===== config.mk =====
export PLATFORM = sky130hd
export DESIGN_NAME = muldiv_issue_ctrl
export DESIGN_NICKNAME = d
export VERILOG_FILES = /design/src/rtl/muldiv_issue_ctrl.sv
export SDC_FILE = /design/constraint.sdc
export NUM_CORES = 1
export LEC_CHECK = 0
export BUFFER_PORTS_ARGS = -buffer_cell sky130_fd_sc_hd__buf_2
export CAP_MARGIN = 20
export CORE_UTILIZATION = 49
export CTS_CLUSTER_DIAMETER = 50
export DETAILED_ROUTE_END_ITERATION = 10
export HOLD_SLACK_MARGIN = 0.12
export PLACE_DENSITY_LB_ADDON = 0.2
export SLEW_MARGIN = 10
export SYNTH_ARGS = -nofsm -noshare
export SYNTH_HDL_FRONTEND = slang
export SYNTH_SLANG_ARGS = --single-unit

===== constraint.sdc =====
create_clock -name sys_clk -period 2.8 [get_ports sys_clk]
set_input_delay 0.28 -clock sys_clk [delete_from_list [all_inputs] [get_ports sys_clk]]
set_output_delay 0.28 -clock sys_clk [all_outputs]
set_load 0.02 [all_outputs]

===== src/rtl/muldiv_issue_ctrl.sv =====
// muldiv_issue_ctrl: EX-stage sequencer for DIV/DIVU/REM/REMU around an iterative divider.
module muldiv_issue_ctrl #(
  parameter int XLEN        = 32,
  parameter int DIV_TIMEOUT = 48
) (
  input  logic            sys_clk,
  input  logic            sys_reset_n,
  input  logic            op_valid_i,
  input  logic [2:0]      funct3_i,
  input  logic [XLEN-1:0] rs1_i,
  input  logic [XLEN-1:0] rs2_i,
  input  logic [4:0]      rd_i,
  input  logic            flush_i,
  output logic            stall_o,
  output logic            wb_valid_o,
  output logic [XLEN-1:0] wb_data_o,
  output logic [4:0]      wb_rd_o,
  output logic            timeout_o,
  output logic            div_start_o,
  output logic [XLEN-1:0] div_dividend_o,
  output logic [XLEN-1:0] div_divisor_o,
  output logic [2:0]      div_funct3_o,
  input  logic [XLEN-1:0] div_result_i,
  input  logic            div_complete_i
);
  localparam int CW = $clog2(DIV_TIMEOUT + 1);
  localparam logic [XLEN-1:0] MINV = {1'b1, {(XLEN-1){1'b0}}};
  typedef enum logic [2:0] {IDLE, ISSUE, WAIT, RESP, DRAIN} state_t;
  state_t state, state_nx;
  logic [XLEN-1:0] res, res_nx;
  logic [4:0] rd_q;
  logic [CW-1:0] cnt;
  logic accept, dz, ovf, to_hit, set_to, stall;
  assign accept = state == IDLE && op_valid_i && funct3_i[2] && !flush_i;
  assign dz     = rs2_i == '0;
  assign ovf    = !funct3_i[0] && rs1_i == MINV && rs2_i == '1;
  assign to_hit = cnt >= CW'(DIV_TIMEOUT - 1);
  always_comb begin
    state_nx = state;
    res_nx   = res;
    set_to   = 1'b0;
    stall    = 1'b0;
    case (state)
      IDLE: begin
        stall = accept;
        if (accept && (dz || ovf)) begin
          state_nx = RESP;
          res_nx   = dz ? (funct3_i[1] ? rs1_i : '1) : (funct3_i[1] ? '0 : MINV);
        end else if (accept) state_nx = ISSUE;
      end
      ISSUE: begin
        stall    = !flush_i;
        state_nx = flush_i ? DRAIN : WAIT;
      end
      WAIT: begin
        stall = !flush_i;
        if (flush_i) state_nx = div_complete_i ? IDLE : DRAIN;
        else if (div_complete_i) begin
          state_nx = RESP;
          res_nx   = div_result_i;
        end else if (to_hit) begin
          state_nx = RESP;
          res_nx   = '0;
          set_to   = 1'b1;
        end
      end
      RESP: begin
        stall    = 1'b1;
        state_nx = IDLE;
      end
      DRAIN: begin
        stall    = op_valid_i && funct3_i[2];
        state_nx = (div_complete_i || to_hit) ? IDLE : DRAIN;
        set_to   = !div_complete_i && to_hit;
      end
      default: state_nx = IDLE;
    endcase
  end
  always_ff @(posedge sys_clk or negedge sys_reset_n) begin
    if (!sys_reset_n) begin
      state          <= IDLE;
      res            <= '0;
      rd_q           <= '0;
      cnt            <= '0;
      timeout_o      <= 1'b0;
      div_dividend_o <= '0;
      div_divisor_o  <= '0;
      div_funct3_o   <= '0;
    end else begin
      state <= state_nx;
      res   <= res_nx;
      if (set_to) timeout_o <= 1'b1;
      if (accept) begin
        div_dividend_o <= rs1_i;
        div_divisor_o  <= rs2_i;
        div_funct3_o   <= funct3_i;
        rd_q           <= rd_i;
        cnt            <= '0;
      end else if ((state == WAIT || state == DRAIN) && !to_hit) cnt <= cnt + 1'b1;
    end
  end
  // stall is combinational from the inputs, so gate it to honour the async reset immediately
  assign stall_o     = stall && sys_reset_n;
  assign wb_valid_o  = state == RESP;
  assign wb_data_o   = wb_valid_o ? res : '0;
  assign wb_rd_o     = wb_valid_o ? rd_q : '0;
  assign div_start_o = state == ISSUE;
endmodule

==> flow_summary.yaml <==
logic_synthesis:
  synth_edf_count: 0
  yosysWarnings: 0
  syn_area_um2: 5453
  synthesis.nets: 732
  synth_async_sr_flop_share_pct: 100.0
  ys.flop_type: "dfrtp_1"
  synth.avg_cell_area_um2: 8.766
  synth-seq-area-share_pct: 52.32
  syn_inst: 622
  synth.distinct_cells: 34
  synth-seq-cells: 114
status:
  status: "complete, no violations"
floorplanning:
  coreArea_um2: 10840
  die_area_um2: 11550
  rows: 38
  ios: 217
  start_util_pct: 50.30
  die_h_um: 107.5
  fp.dieW_um: 107.5
min_path:
  hold_path.class: "in -> reg"
  min-delay-start: "div_result_i[29]"
placed_design:
  placement.io_buffers: 216
  gp_congestion: 0.8310
  place_ws_ps: 270.6
  dpl.hpwl_mm: 11.28
timing:
  finClkSkew_ps: 4.801
  slew_headroom_pct: 38.65
  hold_viol: 0
  tightest_slew_ps: 919.3
  fin_ws_ps: 266.1
  clock.fmax_mhz: 394.7
  rsz0062_at_grt: "no"
  period_share_pct: 90.50
  tns_ps: 0
  setup_viol: 0
  finalMaxSlewViolations: 0
  min_period_ps: 2534
global_routing:
  busiest_layer: "met2"
  overflow: 0
  grt.met2_usage_pct: 51.79
  antenna_found_initial: 0
  grt_pass1_wl_mm: 27.43
  grt_pass1_vias: 5645
  met1_usage_pct: 37.96
  grt_max_degree: 77
  grtUsageTotal_pct: 31.30
  grt_use_met3_pct: 7.688
drt:
  drt_iter0_markers: 436
  routedWlPerCell_um: 16.34
  drcViolationCount: 0
  via_per_inst: 5.354
  dr.pass1.iters: 6
  totalWireLength_mm: 17.34
  vias: 5681
  ant_nets: 0
clock_network:
  cts_tree: "built"
  post_cts_buffers: 0
  cts_sinks: 114
  cts-hold-fix-buffers: 81
  cts-root-buf: "clkbuf_8"
  cts_buffers: 17
  cts.path.max_buffers: 2
  cts_resized: 0
  clock_latency_ps: 520
  htreeDepth: 4
  clk_pin_slew_ps: 60
critical_path:
  cp-start-kind: "input pin"
  arrival_ps: 2940
  cp-startpoint: "rs1_i[4]"
  critPathRequiredTime_ps: 3210
  rrSetupSlack_ps: 540
  crit_type: "in -> reg"
  r2r_start: "cnt[0]"
  worstSetupEndpointType: "flop"
  crit_fanout: 13
pwr:
  ir_drop_uv: 491.3
  p_leak_nw: 4.240
  total_power_mw: 6.082
  p_per_area_nw_per_um2: 750.6
cells_and_area:
  drive_gt1_share_pct: 32.36
  nNetsFinal: 1018
  syn2layout_area_growth_pct: 48.60
  final_cell_mix: "215 x nand2_1, 215 x buf_2, 114 x dfrtp_1"
  diodes: 0
run:
  cap_violations: 0
## worst paths after layout
path,depth (start not counted),end
max,9,res[10]
min,4,res[29]
max reg2reg,8,res[10]
min reg2reg,1,div_funct3_o[2]
max in group asynchronous,3,div_dividend_o[0]
min in group asynchronous,2,cnt[4]
## kinds of logic after synthesis
family                     share of synthesized area (%)
xor gates and xnor gates                          0.6426
muxes                                              6.976
and+or+nand+nor                                    28.75
buffers and inverters                              3.442
DFF                                                52.32
adders and majority gates                         0.2294
AOI/OAI and AO/OA                                  7.641
## state kept, by name, summed over array words and instances (netlist names)
register	flops
rd_q	5
div_funct3_o	3
res	32
div_divisor_o	32
timeout_o	1
div_dividend_o	32
state	3
cnt	6
## power by group
group          total, mW  internal (mW)  switching (mW)
clock network       2.30           1.56           0.741
logic               1.52          0.562           0.958
registers           2.26           2.04           0.227
## cells in the mapped netlist, drive strengths merged (6+ instances only)
cell type	number	area (um2)
a21oi	6	30.03
and2	38	237.7
buf	7	48.79
clkbuf	35	131.4
dfrtp	114	2853
mux2	32	360.4
nand2	215	807.0
nand3	32	160.2
nand4	11	68.82
nor2	15	56.30
nor4	15	93.84
o21ai	66	334.1
## cell type report
| type | count | area, um2 |
|---|---|---|
| inverter | 2 | 7.507 |
| sequential | 114 | 2853 |
| fill | 782 | 2738 |
| timing repair buffer | 309 | 1997 |
| clock buffer | 23 | 486.7 |
| tap | 140 | 175.2 |
| clock inverter | 9 | 150.1 |
| multi-input combinational | 464 | 2434 |
## through the flow
step	utilization [%]	cells	hold slack, ps	area (um2)
6_report	74.75	1061	131.4	8103
5_1_grt	74.75	1061	139.1	8103
4_1_cts	74.75	1061	120.8	8103
3_5_place_dp	61.39	948	277.9	6655
3_3_place_gp	61.39	948	273.8	6655
2_1_floorplan	-	622	-15.59	5453
## layer usage
| metal | up-vias | routed length [um] |
|---|---|---|
| met5 | - | 0 |
| met4 | 0 | 611 |
| met3 | 51 | 1287 |
| met2 | 281 | 8472 |
| met1 | 2697 | 6965 |
| li1 | 2652 | - |
## critical path, cell delays in order
cell and delay, ps:
dlygate4sd3_1 530, buf_2 140, nor4_1 370, nand4_1 230, nor4_1 340, nand4_1 230
o21ai_4 220, buf_4 240, mux2_2 360
No activity file was read; power rests on OpenSTA's default activity.
